===== src/rtl/beat_sequencer.sv =====
// Purpose: plays a programmed list of {tempo, beats} steps into beat_generator's S select.
// Latency: start sampled in IDLE -> LOAD next edge -> S_out valid one edge later.
// Backpressure: none; pulse is counted only after the post-change guard window, stop wins over all.
//
// Ports:
//   clk, reset             rising-edge clock, asynchronous active-low reset
//   wr_en/wr_addr/wr_data  pattern write port, {tempo[6:4], beats[3:0]}, beats==0 means 16
//   last_step, loop        final step index; wrap to step 0 after it (1) or finish (0)
//   start, stop            begin playback (IDLE only) / abort from any state
//   pulse                  beat pulse from beat_generator
//   S_out, step, beat_cnt  tempo select, active step index, beats counted in step
//   busy, done             high in LOAD/RUN / one-cycle strobe on non-loop completion
module beat_sequencer #(
    parameter int DEPTH = 8,
    parameter int GUARD = 3,
    parameter int AW    = $clog2(DEPTH)
) (
    input  logic          clk,
    input  logic          reset,
    input  logic          wr_en,
    input  logic [AW-1:0] wr_addr,
    input  logic [6:0]    wr_data,
    input  logic [AW-1:0] last_step,
    input  logic          loop,
    input  logic          start,
    input  logic          stop,
    input  logic          pulse,
    output logic [2:0]    S_out,
    output logic [AW-1:0] step,
    output logic [3:0]    beat_cnt,
    output logic          busy,
    output logic          done
);

    localparam int GW = (GUARD < 1) ? 1 : $clog2(GUARD + 1);

    typedef enum logic [1:0] {
        IDLE = 2'd0,
        LOAD = 2'd1,
        RUN  = 2'd2,
        DONE = 2'd3
    } state_t;

    state_t        state, state_nxt;
    logic [6:0]    mem [DEPTH];
    logic [3:0]    cur_beats, beats_nxt;
    logic [GW-1:0] guard, guard_nxt;
    logic [AW-1:0] step_nxt;
    logic [2:0]    s_nxt;
    logic [3:0]    cnt_nxt;
    logic          busy_nxt, done_nxt;
    logic [4:0]    cnt_inc, beats_eff;
    logic          counted;

    // Pattern memory: writes land in any state; the active step only sees
    // them at its next LOAD because tempo and beats are latched there.
    always_ff @(posedge clk or negedge reset) begin
        if (!reset) begin
            for (int i = 0; i < DEPTH; i++) mem[i] <= '0;
        end else if (wr_en) begin
            mem[wr_addr] <= wr_data;
        end
    end

    assign cnt_inc   = {1'b0, beat_cnt} + 5'd1;
    assign beats_eff = (cur_beats == 4'd0) ? 5'd16 : {1'b0, cur_beats};
    assign counted   = pulse && (guard == '0);

    always_ff @(posedge clk or negedge reset) begin
        if (!reset) begin
            state     <= IDLE;
            step      <= '0;
            S_out     <= '0;
            beat_cnt  <= '0;
            cur_beats <= '0;
            guard     <= '0;
            busy      <= 1'b0;
            done      <= 1'b0;
        end else begin
            state     <= state_nxt;
            step      <= step_nxt;
            S_out     <= s_nxt;
            beat_cnt  <= cnt_nxt;
            cur_beats <= beats_nxt;
            guard     <= guard_nxt;
            busy      <= busy_nxt;
            done      <= done_nxt;
        end
    end

    always_comb begin
        state_nxt = state;
        step_nxt  = step;
        s_nxt     = S_out;
        cnt_nxt   = beat_cnt;
        beats_nxt = cur_beats;
        guard_nxt = (guard != '0) ? guard - GW'(1) : guard;
        done_nxt  = 1'b0;

        if (stop) begin
            state_nxt = IDLE;
            step_nxt  = '0;
            s_nxt     = '0;
            cnt_nxt   = '0;
            guard_nxt = GW'(GUARD);
        end else begin
            case (state)
                IDLE: begin
                    if (start) begin
                        state_nxt = LOAD;
                        step_nxt  = '0;
                    end
                end
                LOAD: begin
                    // S_out is rewritten on every LOAD, even with an unchanged
                    // tempo, so the guard always masks the generator's restart pulse.
                    s_nxt     = mem[step][6:4];
                    beats_nxt = mem[step][3:0];
                    cnt_nxt   = '0;
                    guard_nxt = GW'(GUARD);
                    state_nxt = RUN;
                end
                RUN: begin
                    if (counted) begin
                        if (cnt_inc < beats_eff) begin
                            cnt_nxt = cnt_inc[3:0];
                        end else if (step != last_step) begin
                            // Natural AW-bit wrap handles step > last_step.
                            step_nxt  = step + AW'(1);
                            state_nxt = LOAD;
                        end else if (loop) begin
                            step_nxt  = '0;
                            state_nxt = LOAD;
                        end else begin
                            state_nxt = DONE;
                            done_nxt  = 1'b1;
                            s_nxt     = '0;
                            guard_nxt = GW'(GUARD);
                        end
                    end
                end
                DONE: begin
                    state_nxt = IDLE;
                end
                default: begin
                    state_nxt = IDLE;
                end
            endcase
        end

        busy_nxt = (state_nxt == LOAD) || (state_nxt == RUN);
    end

endmodule


===== config.mk =====
export PLATFORM = sky130hd
export DESIGN_NAME = beat_sequencer
export DESIGN_NICKNAME = d
export VERILOG_FILES = /design/src/rtl/beat_sequencer.sv
export SDC_FILE = /design/constraint.sdc
export NUM_CORES = 1
export LEC_CHECK = 0
export BUFFER_PORTS_ARGS = -buffer_cell sky130_fd_sc_hd__buf_2
export CORE_MARGIN = 5
export CORE_UTILIZATION = 30
export DETAILED_ROUTE_END_ITERATION = 8
export GPL_TIMING_DRIVEN = 1
export PLACE_DENSITY = 0.51
export SLEW_MARGIN = 10
export SYNTH_ARGS = -nofsm -noshare
export SYNTH_HDL_FRONTEND = slang
export SYNTH_SLANG_ARGS = --single-unit

===== constraint.sdc =====
create_clock -name clk -period 5.4 [get_ports clk]
set_input_delay 0.27 -clock clk [delete_from_list [all_inputs] [get_ports clk]]
set_output_delay 0.27 -clock clk [all_outputs]
set_load 0.005 [all_outputs]

# After elaboration in Yosys (flattened, before gate mapping)
# Cells that the tools add are included.
# Widths: inputs -> output; s select.
# op_classes
bitwise_logic,3
n_addsub,3
magnitude_cmp,4
n_reduce_logical,13
mux,44
n_eq_ne,13
# op_table
cell,count
$bwmux 56,1
$mux 3,11
$mux 2,12
$bmux 7 s3,1
$demux 7 s3,1
$mux 7,3
$ne 3x3->1 const B,6
$mux 4,3
$pmux 3 s2,2
$reduce_and 5->1,2
$ge 4x4->1 const B,2
$not 3->4,2
$pmux 2 s4,1
$pmux 4 s2,1
$eq 2x2->1 const B,3
$mux 1,6
$reduce_bool 3->1,2
$add 4x1->5 const B,1
$lt 5x5->1,1
$mux 5,1
$eq 2x1->1 const B,2
$logic_not 2->1,2
$logic_not 4->1,1
$lt 4x1->1 const B,1
other kinds (11),12
# totals
regBits,76
out_inout_bits,12
word_cells,96
input_bits,20

# Longest topological paths before layout
# Gate-level depths: netlist of the first run.
# logic_depth
word_depth,9
mapped_depth,10
depth_no_buf,9

# Worst setup path after synthesis of the first run
# No wires, ideal clock.
# synth_timing
path_kind,register to register
from,reg beat_cnt[0]
to,reg busy
setup_slack_ns,2.922
path_stages_with_launch,11
period_less_slack_ns,2.478
arrival_ns,2.357
path_buffers,1
path_cell_list,dfrtp_1 > ha_1 > xor2_1 > ha_1 > a21o_1 > a31oi_2 > o21ai_2 > and2_4 > buf_6 > a311o_1 > o211a_1
# synth_between
elab_chain_len,8
# synth_lines
element,line_no,text
from (decl),30,"output logic [3:0] beat_cnt,"
from (signal assigned),83,beat_cnt <= cnt_nxt;
$add 4x1->5 *,65,"assign cnt_inc = {1'b0, beat_cnt} + 5'd1;"
$lt 5x5->1 *,125,if (cnt_inc < beats_eff) begin
$mux 2 *,125,
$mux 2 *,124,if (counted) begin
$pmux 2 s4 *,107,case (state)
$mux 2 *,100,if (stop) begin
$eq 2x1->1 or $eq 2x2->1 (tied branches),151,busy_nxt = (state_nxt == LOAD) || (state_nxt == RUN);
$logic_or 1x1->1 *,151,
named net busy_nxt,51,"logic busy_nxt, done_nxt;"
to (signal assigned),86,busy <= busy_nxt;
to (decl),31,"output logic busy,"
# The timed path passes the listed nets; every way through them passes the cells marked *.
# A chain may end at the register's enable or synchronous reset.

# Worst setup path after layout of the first run
# Same ends and word-level chain as after synthesis.

==> results.txt, run 1 <==
WS Path Type - reg -> reg
Critical path destination - busy
count leader, synth - dfrtp_1
Overflow after GRT - 0
core area - 12700 um^2
Syn Inst Count - 294
CTS Root Cell - clkbuf_16
Routed WL - 8.36 mm
CP top delay family - compound AO/OA/AOI/OAI gates
vias in the first global route - 2578
gpl congestion - 0.844
Post-synth top cells - dfrtp_1, mux2_2, mux4_2, nor2_1, nand2_1
PwrDens - 357 nW/um^2
CTS clk-pin slew, worst paths - 0.06 ns
1st-pass router iterations - 4
final setup skew - 0.00791 ns
Peak VDD IR - 0.135 mV
hpwl dp - 5.48 mm
vias per inst - 4.88
maximum clock frequency - 0.394 GHz
CTS H-Tree Depth - 3
post-synth top area share - 48.7%
warnings from Yosys - 0
Netlist cell types - 50
Slew HR - 34.4%
Synth Area in XOR/XNOR - 2.02%
# IOs - 32
Crit-path slowest cell - dfrtp_1
reg2reg path depth - 9
Reg2Reg Setup Slack - 2.86 ns
Hold Vio Cnt, Final - 0
WP data required - 5.62 ns
Worst Tran Pin Value - 0.985 ns
die span in x - 124 um
ys async rst share - 100%
path length in cells of the critical path - 9
Final ANT Viol Nets - 0
Rows - 41
Sequential Power Share - 46.0%
hold_buf cts - 0
multiplexer share of the synthesized area - 26.9%
vias - 2431
Die Ht - 124 um
Wirelength per Cell - 16.8 um
initial drt markers - 170
Worst Setup End Kind - flip-flop
P_sw - 0.403 mW
Setup TNS - 0 ns
Yosys top cell by area - dfrtp_1
CTS buffer count - 9
post-CTS sizing - 0
Starting Density - 30.8%
post-synthesis register bit count - 76
startpoint types - flip-flop
CP dominant cell by count - ha_1
CP Buf/Inv Count - 0
post-synthesis simple-gate area fraction - 9.04%
Post-synth EDFFs - 0
clock buffer depth - 2
Post-Syn Nets - 324
clock tree sinks - 76
Adder-Cell Fraction of Synth Area - 3.21%
clk_lat worst skew - 0.33 ns
# diodes - 0
Critical R2R Launch - beat_cnt[0]
Syn-to-layout area delta - 15.0%
RSZ-0062 raised after global routing - false
Buffers on Ports - 31
final setup fails - 0
synth top area cells - dfrtp_1, mux2_2, mux4_2, ha_1, mux2i_1
dominant synthesized flop cell - dfrtp_1
Sw Ratio - 25.2%
FF-to-FF End - busy
antenna violations before repair - 1
Seq/Total Area, Yosys - 48.7%
clock network fraction of design power - 37.1%
Mapped Avg Cell Area - 13.3 um^2
sequential standard cell area - 1900 um^2
largest family of logic cells by synthesized area - multiplexers
Worst path max stage delay - 0.44 ns
fin crit period - 2.54 ns
Leakage Power - 1.92 nW
Cell Area, Synth - 3900 um^2
largest net degree at the start of global routing - 77
die area - 15400 um^2
hold crit path type - in -> async
share of layout cells above drive strength 1 - 39.6%
Multi-input gate area - 1880 um^2
Max FO, Critical Path - 7
CP startpoint - beat_cnt[0]
combinational power share - 16.9%
Max-Cap Viols - 0
CTS tree - yes
run status - complete, no violations
Final nets - 352
fin. max-slew vios - 0
internal power - 1.20 mW
final core occ - 35.4%
drt drc - 0
post-CTS setup buffers - 0
Total GRT Usage - 11.9%
Synth Area in Compound Gates - 7.12%
layout filler cell count - 1274
worst path cell trace - ha_1 -> xor2_1 -> ha_1 -> a21o_1 -> a31oi_2 -> o21ai_2 -> and2_4 -> a311o_1 -> o211a_1
crit path DAT - 2.76 ns
Tcrit/Tclk final - 47.0%
first-pass GRT wire length - 13.8 mm
-- worst min path at each step --
stage | to | startpoint | cells past startpoint | slack, ns
after floorplan | S_out[0] | reset | 0 | -0.03
after global placement | mem[19] | mem[19] | 1 | 0.48
after detailed placement | mem[2] | mem[2] | 1 | 0.49
after CTS | state[0] | reset | 2 | 0.23
after global routing | state[0] | reset | 2 | 0.28
final | state[0] | reset | 2 | 0.17
-- cells by family after synthesis --
logic type / Yosys count
multiplexers: 80
flip-flops: 76
AND/OR/NAND/NOR: 58
AO/OA/AOI/OAI: 38
buffers and inverters: 23
adder cells (fa/ha/maj): 10
XOR/XNOR: 9
-- registers in the layout, summed over array words and instances, names as in the netlist --
name / count
step: 3
mem: 56
beat_cnt: 4
guard: 2
state: 2
S_out: 3
cur_beats: 4
busy: 1
done: 1
-- cell type report --
cell class,count,share of cell area (%)
multi-input combinational,195,41.9
clock inverter,4,1.11
tap,172,4.79
timing repair buffer,33,3.79
inverter,7,0.585
clock buffer,11,5.41
sequential,76,42.4
-- worst reg2reg max path, delay by kind of cell, from the launching register on --
| family | cells | cell delay (ns) |
|---|---|---|
| compound gates | 5 | 1.06 |
| xor+xnor | 1 | 0.15 |
| fa+ha+maj | 2 | 0.60 |
| flops | 1 | 0.44 |
| simple gates | 1 | 0.19 |
-- through the flow --
step | std cells | area [um^2] | hold slack [ns] | worst slack (ns) | total power, mW
2_1_floorplan | 294 | 3900 | -0.0256 | 2.92 | 0.939
3_3_place_gp | 483 | 4200 | 0.483 | 2.93 | 1.01
3_5_place_dp | 483 | 4200 | 0.489 | 2.86 | 1.02
4_1_cts | 498 | 4490 | 0.235 | 2.84 | 1.63
5_1_grt | 498 | 4490 | 0.276 | 2.71 | 1.69
6_report | 498 | 4490 | 0.170 | 2.86 | 1.60
-- cell usage in the layout (no fill, tap or decap), types with 8 or more instances in the layout --
cell and n:
mux2_2 57, ha_1 10, nand2_1 13, nor2_1 14, buf_2 31, o21ai_0 9
clkbuf_16 9, dfrtp_1 76, mux2i_1 8, mux4_2 14
-- power groups by stage --
stage                     Combinational, mW  Sequential (mW)  Clock, mW
after floorplan                       0.211            0.729          0
after global placement                0.266            0.742          0
after detailed placement              0.274            0.748          0
after CTS                             0.274            0.738      0.615
after global routing                  0.304            0.751      0.632
final                                 0.270            0.737      0.594
-- layer usage --
layer	vias up	global-route usage, %	part of all wire [%]
li1	1143	-	-
met1	1235	16.6	49
met2	41	18.3	46
met3	10	2.91	3.1
met4	2	3.49	1.4
met5	-	0	0.14
Note: power is estimated with default switching activity, not from simulation.
==> inputs of run 2 (changes only) <==
==> constraint.sdc (replaced) <==
create_clock -name clk -period 2.62 [get_ports clk]
set_input_delay 0.131 -clock clk [delete_from_list [all_inputs] [get_ports clk]]
set_output_delay 0.131 -clock clk [all_outputs]
set_load 0.005 [all_outputs]
==> run 2 against run 1 <==
  * Power up 100%
  * Die area unchanged
  * Clock skew down 0.0039 ns
  * Highest routed layer is now met4
  * Fmax up 1.2%
  * Non-clock buffer count up 9
  * Sequential share of layout area down 0.49 points
  * Sequential power up 110%
==> results.txt, run 2 (synthesized netlist as in run 1, its figures left out) <==
core area - 12700 um^2
vias - 2472
WS Path Type - reg -> reg
hpwl dp - 5.88 mm
Syn-to-layout area delta - 16.3%
CTS buffer count - 9
commonest non-fill, non-tap cell in the layout - dfrtp_1
FF-to-FF End - busy
DP Worst Slack - 0.130 ns
vias in the first global route - 2535
Hold Path Depth - 4
Overflow after GRT - 0
gpl congestion - 0.782
grt met1 use - 17.2%
share of layout cells above drive strength 1 - 41.2%
Starting Density - 30.8%
met3 usage - 2.54%
final setup skew - 0.00401 ns
Top reg by flops - mem
CTS Root Cell - clkbuf_16
reg2reg path depth - 9
CTS clk-pin slew, worst paths - 0.06 ns
# IOs - 32
Total GRT Usage - 12.2%
Max FO, Critical Path - 7
Crit-path slowest cell - dfrtp_1
Routed WL - 8.54 mm
Multi-input gate area - 1890 um^2
Hold Vio Cnt, Final - 0
Slew HR - 44.4%
GRT busiest layer - met2
Leakage Power - 1.96 nW
Worst Setup End Kind - flip-flop
Reg2Reg Setup Slack - 0.11 ns
RSZ-0062 raised after global routing - false
first-pass GRT wire length - 14.2 mm
Die Ht - 124 um
final setup fails - 0
max FFs per register - 56
CP dominant cell by count - ha_1
Tcrit/Tclk final - 95.7%
Rows - 41
startpoint types - flip-flop
Buffers on Ports - 31
die span in x - 124 um
fin crit period - 2.51 ns
WP data required - 2.84 ns
most frequent cells in the layout - dfrtp_1, mux2_2, buf_2, nor2_1, mux4_2
drt drc - 0
Worst path max stage delay - 0.42 ns
fin. max-slew vios - 0
run status - complete, no violations
final core occ - 35.8%
Peak VDD IR - 0.321 mV
initial drt markers - 114
die area - 15400 um^2
clock tree sinks - 76
Final nets - 361
layout filler cell count - 1268
Final WS setup - 0.113 ns
worst hold start - loop
clk_lat worst skew - 0.33 ns
maximum clock frequency - 0.399 GHz
WHS Endpoint - state[1]
Final ANT Viol Nets - 0
vias per inst - 4.88
final hold slack - 0.141 ns
Critical R2R Launch - beat_cnt[1]
biggest regs - mem x56, beat_cnt x4, cur_beats x4
Setup TNS - 0 ns
met2 usage - 18.6%
PwrDens - 705 nW/um^2
crit path DAT - 2.72 ns
sequential standard cell area - 1900 um^2
largest net degree at the start of global routing - 32
hold crit path type - in -> reg
worst path cell trace - ha_1 -> xor2_1 -> ha_1 -> a21o_1 -> a31oi_2 -> o21ai_2 -> and2_4 -> a311o_1 -> o211a_1
clock buffer depth - 2
Max-Cap Viols - 0
1st-pass router iterations - 4
CTS tree - yes
Worst Tran Pin Value - 0.830 ns
Wirelength per Cell - 16.9 um
CTS H-Tree Depth - 3
# diodes - 0
antenna violations before repair - 0
run 2: changes by cell type in the layout (fill, tap and decap cells not counted), sizes merged:
cell / before / now
buf: 33 / 41
clkinv: 1 / 3
bufinv: 1 / 0
clkinvlp: 2 / 1
dlygate4sd3: 0 / 1
run 2: final cells by class:
type	instances	share of cell area, %
Sequential cell	76	41.9
Multi-Input combinational cell	195	41.6
Clock buffer	11	5.34
Timing Repair Buffer	42	5.29
Tap cell	172	4.74
Clock inverter	4	0.579
Inverter	7	0.579
run 2: metal layers:
metal,vias to the layer above,part of all wire (%)
li1,1158,-
met1,1266,50
met2,42,46
met3,6,3.0
met4,0,0.97
met5,-,0
run 2: what timing repair did:
item                       4_1_cts  5_1_grt
hold endpoints to repair        22        0
setup buffers                    0        0
hold buffers                     1        0
resized for setup                0        1
setup endpoints to repair        0        3
run 2: metrics by stage:
step / std cells / power [mW] / cell area (um^2)
floorplan: 294 / 1.94 / 3900
global placement: 491 / 2.08 / 4260
detailed placement: 491 / 2.11 / 4260
CTS: 507 / 3.25 / 4540
global route: 507 / 3.39 / 4540
finish: 507 / 3.20 / 4540
run 2: how the worst max path moves through the flow:
| stage | startpoint | end |
|---|---|---|
| final | beat_cnt[1] | busy |
| after global routing | beat_cnt[1] | busy |
| after CTS | beat_cnt[1] | busy |
| after detailed placement | beat_cnt[1] | busy |
| after global placement | beat_cnt[1] | busy |
| after floorplan | beat_cnt[0] | busy |
run 2: worst max-delay path: cells and delay by family, from the launching register on:
| kind | cells | cell delay (ns) |
|---|---|---|
| AO/OA/AOI/OAI | 5 | 1.06 |
| XOR/XNOR | 1 | 0.16 |
| adder cells (fa/ha/maj) | 2 | 0.57 |
| flip-flops | 1 | 0.42 |
| AND/OR/NAND/NOR | 1 | 0.19 |
run 2: report_power, final:
| group | leakage [nW] | switching (mW) | internal [mW] |
|---|---|---|---|
| logic | 0.892 | 0.251 | 0.313 |
| clock network | 0.131 | 0.457 | 0.660 |
| registers | 0.938 | 0.118 | 1.40 |
| total | 1.96 | 0.826 | 2.38 |
==> inputs of run 3 (changes only) <==
--- a/config.mk
+++ b/config.mk
@@ -10,7 +10,7 @@
 export CORE_UTILIZATION = 30
 export DETAILED_ROUTE_END_ITERATION = 8
 export GPL_TIMING_DRIVEN = 1
-export PLACE_DENSITY = 0.51
+export PLACE_DENSITY = 0.52
 export SLEW_MARGIN = 10
 export SYNTH_ARGS = -nofsm -noshare
 export SYNTH_HDL_FRONTEND = slang
==> constraint.sdc (replaced) <==
create_clock -name clk -period 2.1 [get_ports clk]
set_input_delay 0.105 -clock clk [delete_from_list [all_inputs] [get_ports clk]]
set_output_delay 0.105 -clock clk [all_outputs]
set_load 0.005 [all_outputs]
==> run 3 against run 2 <==
  * Non-clock buffer count is 22 higher
  * Fmax increased by 9.8%
  * Combinational power grew 63%
  * Global-route usage increased by 0.38 points
  * The flow now finishes with violations (negative setup slack)
  * Count of clock-buffer cells in the layout fell by 2
  * Hold slack got worse by 0.044 ns
==> results.txt, run 3 (synthesized netlist as in run 1, its figures left out) <==
run status - finished, violations left
violated checks - negative setup slack
Die Ht - 124 um
Max-Cap Viols - 0
hpwl dp - 5.82 mm
first-pass GRT wire length - 14.4 mm
internal power - 3.22 mW
CTS H-Tree Depth - 3
final setup skew - 0.00749 ns
PwrDens - 895 nW/um^2
Wirelength per Cell - 16.8 um
worst hold start - wr_data[2]
# placed instances - 509
Slew HR - 55.9%
Final ANT Viol Nets - 0
fin crit period - 2.28 ns
vias per inst - 4.82
final core occ - 38.7%
clk_lat worst skew - 0.34 ns
Syn-to-layout area delta - 25.6%
die area - 15400 um^2
Sequential Power Share - 43.1%
# IOs - 32
Hold Vio Cnt, Final - 0
layout filler cell count - 1229
clock tree sinks - 76
vias in the first global route - 2684
CP startpoint - beat_cnt[0]
fin. max-slew vios - 0
gpl congestion - 0.753
vias - 2553
CTS clk-pin slew, worst paths - 0.07 ns
hold crit path type - in -> reg
Worst Tran Pin Value - 0.658 ns
most frequent cells in the layout - dfrtp_1, mux2_2, buf_2, buf_4
Multi-input gate area - 2010 um^2
share of layout cells above drive strength 1 - 48.3%
CTS Root Cell - clkbuf_16
sequential standard cell area - 1900 um^2
Rows - 41
Total GRT Usage - 12.5%
# diodes - 0
Peak VDD IR - 0.372 mV
startpoint types - flip-flop
drt drc - 0
commonest non-fill, non-tap cell in the layout - dfrtp_1
Worst Setup End Kind - flip-flop
CTS tree - yes
Sw Ratio - 26.7%
final setup fails - 12
clock buffer depth - 2
Tcrit/Tclk final - 109%
clock network fraction of design power - 36.0%
Top reg by flops - mem
largest net degree at the start of global routing - 77
combinational power share - 20.9%
WS Path Type - reg -> reg
biggest regs - mem x56, beat_cnt x4, cur_beats x4
core area - 12700 um^2
initial drt markers - 105
Overflow after GRT - 0
P_sw - 1.17 mW
Max FO, Critical Path - 5
Routed WL - 8.90 mm
Starting Density - 30.8%
Critical R2R Launch - beat_cnt[0]
Post-Layout Cell Count - 530
Leakage Power - 2.12 nW
Buffers on Ports - 31
crit path DAT - 2.49 ns
maximum clock frequency - 0.438 GHz
RSZ-0062 raised after global routing - true
DP Worst Slack - -0.235 ns
1st-pass router iterations - 4
antenna violations before repair - 0
Final nets - 383
Final WS setup - -0.184 ns
total power - 4.39 mW
CTS buffer count - 9
WP data required - 2.31 ns
die span in x - 124 um
max FFs per register - 56
final hold slack - 0.0963 ns
-- run 3: cell types whose count changed in the layout (fill, tap and decap cells not counted), sizes merged --
cell	previous run	this run
bufinv	0	1
buf	41	63
clkbuf	11	9
clkinv	3	2
inv	7	10
-- run 3: final timing paths --
check / endpoint / slack, ns / cells after the start
setup / recovery: beat_cnt[1] / -0.18 / 9
hold / removal: mem[44] / 0.1 / 2
setup reg to reg: beat_cnt[1] / -0.18 / 9
hold reg to reg: mem[31] / 0.50 / 1
max in group asynchronous: mem[49] / 1.44 / 3
min in group asynchronous: done / 0.34 / 3
-- run 3: metal layers --
layer | wire length (um) | vias to the layer above | GRT usage, %
met5 | 0 | - | 0
met4 | 76 | 0 | 3.08
met3 | 308 | 8 | 3.63
met2 | 4380 | 29 | 20.6
met1 | 4130 | 1317 | 16.3
li1 | - | 1199 | -
-- run 3: repair_timing --
| action | CTS | global route |
|---|---|---|
| hold buffers | 1 | 0 |
| hold endpoints to repair | 76 | 0 |
| buffers inserted | 5 | 0 |
| pin swaps | 13 | 11 |
| endpoints found under the setup margin | 13 | 16 |
| gates resized for setup | 8 | 9 |
-- run 3: final cells by class --
type                    count  area share (%)
multi-input cells         195            40.9
flip-flops and latches     76            38.8
repair buffers             64            9.11
clock buffers               9            4.59
well taps                 172            4.39
clock inverters             7            1.66
inverters                   7           0.536
-- run 3: power groups by stage --
stage	clock network, mW	logic (mW)	registers, mW
after global routing	1.68	1.01	1.93
after floorplan	0	0.562	1.87
after CTS	1.62	0.899	1.89
after global placement	0	0.814	1.90
final	1.58	0.919	1.89
after detailed placement	0	0.834	1.91
-- run 3: per-stage QoR --
step / setup TNS (ns) / area [um^2]
floorplan: -0.961 / 3920
global placement: -1.18 / 4450
detailed placement: -1.37 / 4450
CTS: -1.33 / 4840
global route: -2.77 / 4900
finish: -1.22 / 4900
-- run 3: worst max-delay path: stages, from the launching register on --
cell and delay (ns):
dfrtp_1 0.41, buf_4 0.17, and3_1 0.21, xor2_1 0.16, ha_1 0.30, nand2_2 0.07, o211ai_1 0.26, mux2_1 0.36
a22oi_1 0.15, nor2_1 0.06
